File: config.mk
export PLATFORM = sky130hd
export DESIGN_NAME = sign_extend_stream_flat
export DESIGN_NICKNAME = d
export VERILOG_FILES = /design/src/rtl/sign_extend_stream_if.sv /design/src/rtl/sign_extend_stream.sv /design/src/flat_wrapper.sv
export SDC_FILE = /design/constraint.sdc
export NUM_CORES = 1
export LEC_CHECK = 0
export BUFFER_PORTS_ARGS = -buffer_cell sky130_fd_sc_hd__buf_2
export CAP_MARGIN = 10
export CORE_ASPECT_RATIO = 1.1
export CORE_UTILIZATION = 40
export CTS_CLUSTER_DIAMETER = 120
export DETAILED_ROUTE_END_ITERATION = 12
export PLACE_DENSITY = 0.63
export SYNTH_ARGS = -nofsm -noshare
export SYNTH_HDL_FRONTEND = slang
export SYNTH_SLANG_ARGS = --single-unit
File: constraint.sdc
create_clock -name i_clk -period 2.5 [get_ports i_clk]
set_input_delay 0.125 -clock i_clk [delete_from_list [all_inputs] [get_ports i_clk]]
set_output_delay 0.125 -clock i_clk [all_outputs]
set_load 0.1 [all_outputs]
File: src/rtl/sign_extend_stream_if.sv
// Sample stream bundle for sign_extend_stream: upstream request side
// (valid/sample/width/mode), downstream response side (valid/result/err)
// and the ready signal that travels against each direction.
interface sign_extend_stream_if #(
    parameter int N = 12,
    parameter int M = 32
);
    localparam int WW = $clog2(N + 1);

    logic          i_valid;
    logic          o_ready;
    logic [N-1:0]  i_x;
    logic [WW-1:0] i_width;
    logic          i_mode;
    logic          o_valid;
    logic          i_ready;
    logic [M-1:0]  o_y;
    logic          o_err;

    // Block side: consumes samples and produces extended results.
    modport slave (
        input  i_valid, i_x, i_width, i_mode, i_ready,
        output o_ready, o_valid, o_y, o_err
    );

    // Environment side: offers samples and accepts results.
    modport master (
        output i_valid, i_x, i_width, i_mode, i_ready,
        input  o_ready, o_valid, o_y, o_err
    );
endinterface

File: src/rtl/sign_extend_stream.sv
// Streaming sign/zero extender. Each accepted sample of W significant bits
// is widened to M bits and held in a two-entry (OUT + SKID) buffer so that
// o_ready is a pure register and never depends on i_ready in the same cycle.
module sign_extend_stream #(
    parameter int N = 12,
    parameter int M = 32
) (
    input logic                i_clk,
    input logic                i_rst_n,
    sign_extend_stream_if.slave bus
);
    localparam int WW = $clog2(N + 1);
    localparam logic [WW-1:0] N_W = WW'(N);

    typedef enum logic [1:0] {
        EMPTY,
        HALF,
        FULL
    } state_t;

    typedef struct packed {
        logic [M-1:0] y;
        logic         err;
    } sample_t;

    state_t  state_q, state_d;
    sample_t out_q,   out_d;
    sample_t skid_q,  skid_d;
    logic    ready_q, ready_d;
    sample_t new_s;
    logic [WW-1:0] eff_w;
    logic    sign_bit;
    logic    in_xfer;
    logic    out_xfer;

    assign in_xfer  = bus.i_valid && ready_q;
    assign out_xfer = (state_q != EMPTY) && bus.i_ready;

    // Extend the incoming sample; illegal widths fall back to the full N bits.
    always_comb begin
        // NOTE: every variable gets a default before any branch so no path
        // leaves it unassigned, which would otherwise infer a latch.
        new_s    = '0;
        eff_w    = bus.i_width;
        sign_bit = 1'b0;
        if (bus.i_width == '0 || bus.i_width > N_W) begin
            eff_w     = N_W;
            new_s.err = 1'b1;
        end
        for (int b = 0; b < N; b++) begin
            if (b == int'(eff_w) - 1) sign_bit = bus.i_x[b];
        end
        for (int j = 0; j < N; j++) begin
            if (j < int'(eff_w)) new_s.y[j] = bus.i_x[j];
            else                 new_s.y[j] = bus.i_mode & sign_bit;
        end
        for (int j = N; j < M; j++) begin
            new_s.y[j] = bus.i_mode & sign_bit;
        end
    end

    // Buffer state machine: decides where an accepted sample lands and what drains.
    always_comb begin
        state_d = state_q;
        out_d   = out_q;
        skid_d  = skid_q;
        unique case (state_q)
            EMPTY: begin
                if (in_xfer) begin
                    out_d   = new_s;
                    state_d = HALF;
                end
            end
            HALF: begin
                if (in_xfer && out_xfer) begin
                    out_d = new_s;
                end else if (in_xfer) begin
                    skid_d  = new_s;
                    state_d = FULL;
                end else if (out_xfer) begin
                    state_d = EMPTY;
                end
            end
            FULL: begin
                if (out_xfer) begin
                    out_d   = skid_q;
                    state_d = HALF;
                end
            end
            default: state_d = EMPTY;
        endcase
        ready_d = (state_d != FULL);
    end

    // State, data and registered ready update; reset discards all held samples.
    always_ff @(posedge i_clk or negedge i_rst_n) begin
        // NOTE: non-blocking assignments here so every register samples the
        // pre-edge values, independent of statement order.
        if (!i_rst_n) begin
            state_q <= EMPTY;
            out_q   <= '0;
            // NOTE: the skid entry is reset too, so no stale payload can ever
            // be observed after a mid-operation reset.
            skid_q  <= '0;
            ready_q <= 1'b1;
        end else begin
            state_q <= state_d;
            out_q   <= out_d;
            skid_q  <= skid_d;
            ready_q <= ready_d;
        end
    end

    assign bus.o_ready = ready_q;
    assign bus.o_valid = (state_q != EMPTY);
    assign bus.o_y     = out_q.y;
    assign bus.o_err   = out_q.err;
endmodule

File: src/flat_wrapper.sv
// flat-port wrapper written by rule: the top's interface ports become plain ports
module sign_extend_stream_flat 
#(
    parameter int N = 12,
    parameter int M = 32
)
  (i_clk, i_rst_n, bus_i_valid, bus_i_x, bus_i_width, bus_i_mode, bus_i_ready, bus_o_ready, bus_o_valid, bus_o_y, bus_o_err);
  sign_extend_stream_if #(.N(N), .M(M)) bus_i ();
  input logic i_clk;
  input logic i_rst_n;
  input wire logic [$bits(bus_i.i_valid)-1:0] bus_i_valid;
  input wire logic [$bits(bus_i.i_x)-1:0] bus_i_x;
  input wire logic [$bits(bus_i.i_width)-1:0] bus_i_width;
  input wire logic [$bits(bus_i.i_mode)-1:0] bus_i_mode;
  input wire logic [$bits(bus_i.i_ready)-1:0] bus_i_ready;
  output wire logic [$bits(bus_i.o_ready)-1:0] bus_o_ready;
  output wire logic [$bits(bus_i.o_valid)-1:0] bus_o_valid;
  output wire logic [$bits(bus_i.o_y)-1:0] bus_o_y;
  output wire logic [$bits(bus_i.o_err)-1:0] bus_o_err;
  assign bus_i.i_valid = bus_i_valid;
  assign bus_i.i_x = bus_i_x;
  assign bus_i.i_width = bus_i_width;
  assign bus_i.i_mode = bus_i_mode;
  assign bus_i.i_ready = bus_i_ready;
  assign bus_o_ready = bus_i.o_ready;
  assign bus_o_valid = bus_i.o_valid;
  assign bus_o_y = bus_i.o_y;
  assign bus_o_err = bus_i.o_err;
  sign_extend_stream #(.N(N), .M(M)) u_core (.i_clk(i_clk), .i_rst_n(i_rst_n), .bus(bus_i));
endmodule
=== Yosys cells after proc, flatten, opt, wreduce, memory -nomap -nowiden ===
Cells that the tools add are included.
Widths: inputs -> output; s select.

* Register bits: 50
* Output and inout port bits: 35

* Add/subtract/negate cells: 1
* Magnitude comparators: 13
* Equal/unequal tests: 17
* Muxes and demuxes: 36
* Bitwise logic cells: 2
* Reductions and logical operators: 11

{| class="wikitable"
|+ Operators with widths
! kind !! number
|-
| $eq 4x32->1 const A || 4
|-
| $eq 5x32->1 const A || 4
|-
| $mux 33 || 3
|-
| $pmux 33 s3 || 1
|-
| $eq 3x32->1 const A || 2
|-
| $eq 2x32->1 const A || 1
|-
| $logic_not 32->1 || 1
|-
| $mux 1 || 25
|-
| $lt 3x4->1 const A || 4
|-
| $lt 4x4->1 const A || 4
|-
| $mux 2 || 5
|-
| $lt 1x4->1 const A || 2
|-
| $lt 2x4->1 const A || 2
|-
| $ne 2x1->1 const B || 3
|-
| $pmux 2 s3 || 1
|-
| $sub 4x1->5 const B || 1
|-
| $gt 4x4->1 const B || 1
|-
| $logic_not 4->1 || 1
|-
| $mux 4 || 1
|-
| $reduce_and 4->1 || 1
|-
| $logic_and 1x1->1 || 3
|-
| $reduce_and 3->1 || 1
|-
| $reduce_bool 3->1 || 1
|-
| $eq 2x1->1 const B || 1
|-
| other kinds (7) || 7
|}

=== Logic depth before layout (Yosys ltp) ===
* Depth in word-level cells: 21
* Gate-level depth with buffers: 8
* Depth with buffers taken out: 5

=== Worst setup path after synthesis ===
Ideal clock, no wire load.

* Kind: reg-to-reg
* Start point: register u_core.ready_q, in the netlist u_core.bus.o_ready
* End point: register u_core.out_q, in the netlist u_core.bus.o_y[5]
* Setup time: 0.088 ns
* Arrival time: 2.069 ns
* Data required time: 2.412 ns
* Slack: 0.343 ns
* Cell stages (with the launch flop): 8
* Path buffers: 2
* Clock period less this slack: 2.157 ns
* Cell sequence: dfstp_2 -> and3b_1 -> clkbuf_1 -> a22o_1 -> buf_2 -> nor2_1 -> a31o_2 -> a41oi_1

* Word-level cells in the longest chain between the ends: 4

{| class="wikitable"
|+ Ends and longest elaborated chain
! element !! line !! text
|-
| start: declaration || sign_extend_stream.sv:29 || <nowiki>logic ready_q, ready_d;</nowiki>
|-
| start signal: assignment || sign_extend_stream.sv:110 || <nowiki>ready_q <= ready_d;</nowiki>
|-
| $logic_and 1x1->1 * || sign_extend_stream.sv:36 || <nowiki>assign in_xfer = bus.i_valid && ready_q;</nowiki>
|-
| $logic_and 1x1->1 || sign_extend_stream.sv:75 || <nowiki>if (in_xfer && out_xfer) begin</nowiki>
|-
| $ne 2x1->1 (no source line) || n/a ||
|-
| $reduce_and 4->1 (no source line) * || n/a ||
|-
| end signal: assignment || sign_extend_stream.sv:108 || <nowiki>out_q <= out_d;</nowiki>
|-
| end: declaration || sign_extend_stream.sv:27 || <nowiki>sample_t out_q, out_d;</nowiki>
|}

Mark *: on every way between the ends. The rest lies on a longest branch, timed or not.
A chain may end at the register's enable or synchronous reset.

=== Final worst setup path ===
* Start point: register u_core.ready_q, in the netlist u_core.bus.o_ready
* End point: register u_core.out_q, in the netlist u_core.bus.o_y[8]

Same word-level chain as after synthesis.

==> results by group <==
Global routing
  – Maximum number of pins on one net before global-route repair: 32
  – Global-route wire length before repair: ~8300 µm
  – Tot GR Track Use: a little under a fifth
  – Vias in the first global route: ~1700
  – Initial antenna violation count: 0
  – Total grt overflow: 0

Layout
  – Post-Route Utilization: between 40% and 50%
  – # diodes: 0
  – # fillers: 500
  – Nets: around 300
  – Sequential cell area: between 700 and 800 µm²
  – Most common cell after layout, fill and taps aside: buf_2
  – Multi-input logic area: 0.001095 mm²
  – Commonest non-fill, non-tap cells in the layout: 55 x buf_2, 30 x dfrtp_1, 26 x nand2_1, 24 x nor2_1, 22 x a21oi_1
  – Layout cells sized above 1: slightly below 30%
  – Synth-to-Final Area Change: 11.80%

STA
  – Unrepaired setup endpoints after global routing: false
  – Worst hold slack: about 96 ps
  – Slew Limit Fails: 0
  – Period utilisation layout: 78.33%
  – Setup TNS: 0 ps
  – Final setup fails: 0
  – Post-layout min period: between 1500 and 2000 ps
  – Hold Fails Final Rpt: 0
  – Worst-Margin Slew: a little under 700 ps
  – Layout Skew: slightly above 9 ps
  – F_max: approximately 510 MHz
  – Max_slew headroom: a little over half

Setup path
  – Critical path type: flop to flop
  – Worst EP arrival: 2160 ps
  – Worst Path Required: about 2700 ps
  – Critical Path End Type: flop
  – Worst setup SP type: flop
  – Worst Path Max Fanout: 15

Routing
  – DRT iter0 DRCs: between 100 and 150
  – Vias: roughly 1900
  – # DRC: 0
  – Vias per inst: about 5.7
  – Routed Antenna Nets: 0
  – WL/cell: ~15 µm
  – DR pass1 iterations: 4
  – Routed WL: 5012 µm

Logic synthesis
  – Post-synthesis sequential area ratio: between 30% and 40%
  – Yosys cell types: between 50 and 60
  – Asr flop ratio synth: 100.0%
  – Mapped Cells: 250
  – Top cell type's share of synthesized area: between 30% and 40%
  – Synth area leaders: dfrtp_1 35%, buf_4 7.8%, a21oi_1 5.2%
  – Main synth FF type: dfrtp_1
  – Largest area contributor in the netlist: dfrtp_1
  – Syn Nets: about 270
  – Post-synth EDFFs: 0
  – Synthesis Warnings: 0
  – Mapped Area: 0.002131 mm²
  – Syn_area_per_cell: between 8 and 9 µm²
  – Register bit total from synthesis: 31

Floorplanning
  – Die footprint: roughly 0.0056 mm²
  – Starting Density: a little over two fifths
  – I/O Pins: 56
  – Die Span Y: around 79 µm
  – Core Area: slightly above 0.005 mm²
  – Chip Width: ~72 µm
  – Core Rows: 27

CTS
  – Clock Root Buffer: clkbuf_8
  – CTS tree: yes
  – Clock Path Buffers: 2
  – TritonCTS buffer count: 5
  – CTS H-tree lvls: 2
  – Post-CTS resize count: 0
  – Clock Latency Late Sink: 290 ps
  – Clk sinks: 31
  – Clock transition at the registers of the reported paths: 70 ps

Hold path
  – Worst min-delay path class: input pin to flop

Placed design
  – Port Buf Inserts: 55
  – HPWL after DPL: around 3600 µm
  – GPL Wtd Cong: around 0.9

Job
  – # Max-Cap Violations: 0

Status
  – Status: finished clean
==> cells by family after synthesis <==
family,count (synthesis),share of synthesized area [%]
compound gates,86,28.60
mux,4,1.996
simple gates,86,19.97
buf+inv,41,12.15
xor+xnor,2,0.8222
flops,31,36.47
==> per-layer routing <==
metal | global-route usage, % | wire, µm | vias to the layer above | share of wire, %
li1 | - | - | 949 | -
met1 | 25.81 | 2298 | 912 | 46
met5 | 0 | 0 | - | 0
met3 | 4.108 | 312 | 6 | 6.2
met2 | 30.48 | 2336 | 69 | 47
met4 | 6.471 | 65 | 0 | 1.3
==> Yosys cell counts (3+ instances only) <==
cell type	count
a211oi_1	5
a21oi_1	22
a22oi_1	3
a31o_2	3
a31oi_1	5
a41oi_1	4
and3_1	3
buf_2	6
buf_4	22
clkbuf_1	6
dfrtp_1	30
inv_1	4
nand2_1	26
nand3b_1	4
nor2_1	24
nor2b_1	5
nor3_1	9
nor4b_1	3
o21ai_0	19
o31ai_1	3
==> worst paths after layout <==
| check | from | end | slack [ps] | cells past startpoint |
|---|---|---|---|---|
| worst max-delay path | u_core.bus.o_ready | u_core.bus.o_y[8] | 540 | 5 |
| worst min-delay path | bus_i_x[0] | u_core.skid_q[1] | 100 | 3 |
| worst max register to register | u_core.bus.o_ready | u_core.bus.o_y[8] | 540 | 5 |
| worst min register to register | u_core.skid_q[13] | u_core.skid_q[13] | 480 | 2 |
| max in group asynchronous | i_rst_n | u_core.skid_q[1] | 1610 | 2 |
| min in group asynchronous | i_rst_n | u_core.bus.o_y[5] | 430 | 2 |
==> worst max-delay path, cell delays in order, from the launching register on <==
cell	delay, ps
dfstp_2	550
and3b_1	290
a22o_1	480
buf_4	260
o211ai_1	100
a22oi_1	190
==> timing repair <==
action                    4_1_cts  5_1_grt
hold endpoints to repair       30        0
setup buffers                   0        0
hold buffers                    1        0
==> metrics by stage <==
stage	worst slack [ps]	instance area [µm²]	std cells
after floorplan	343.1	2131	250
after global placement	597.3	2272	331
after detailed placement	581.5	2272	331
after CTS	564.1	2382	340
after global routing	396.2	2382	340
final	541.8	2382	340
==> registers in the layout, indices dropped and copies added (netlist names) <==
register,flops
u_core.bus.o_err,1
u_core.bus.o_ready,1
u_core.bus.o_y,13
u_core.skid_q,14
u_core.state_q,2
==> layout make-up <==
class / instances / share of cell area, %
flip-flops and latches: 31 / 32.62
clock buffers: 8 / 4.202
multi-input cells: 178 / 45.96
inverters: 4 / 0.6303
repair buffers: 61 / 13.55
well taps: 58 / 3.046
Power is left out: the tool's default activity adds up to more than one toggle a clock period on the data nets, which glitch-free logic cannot reach.
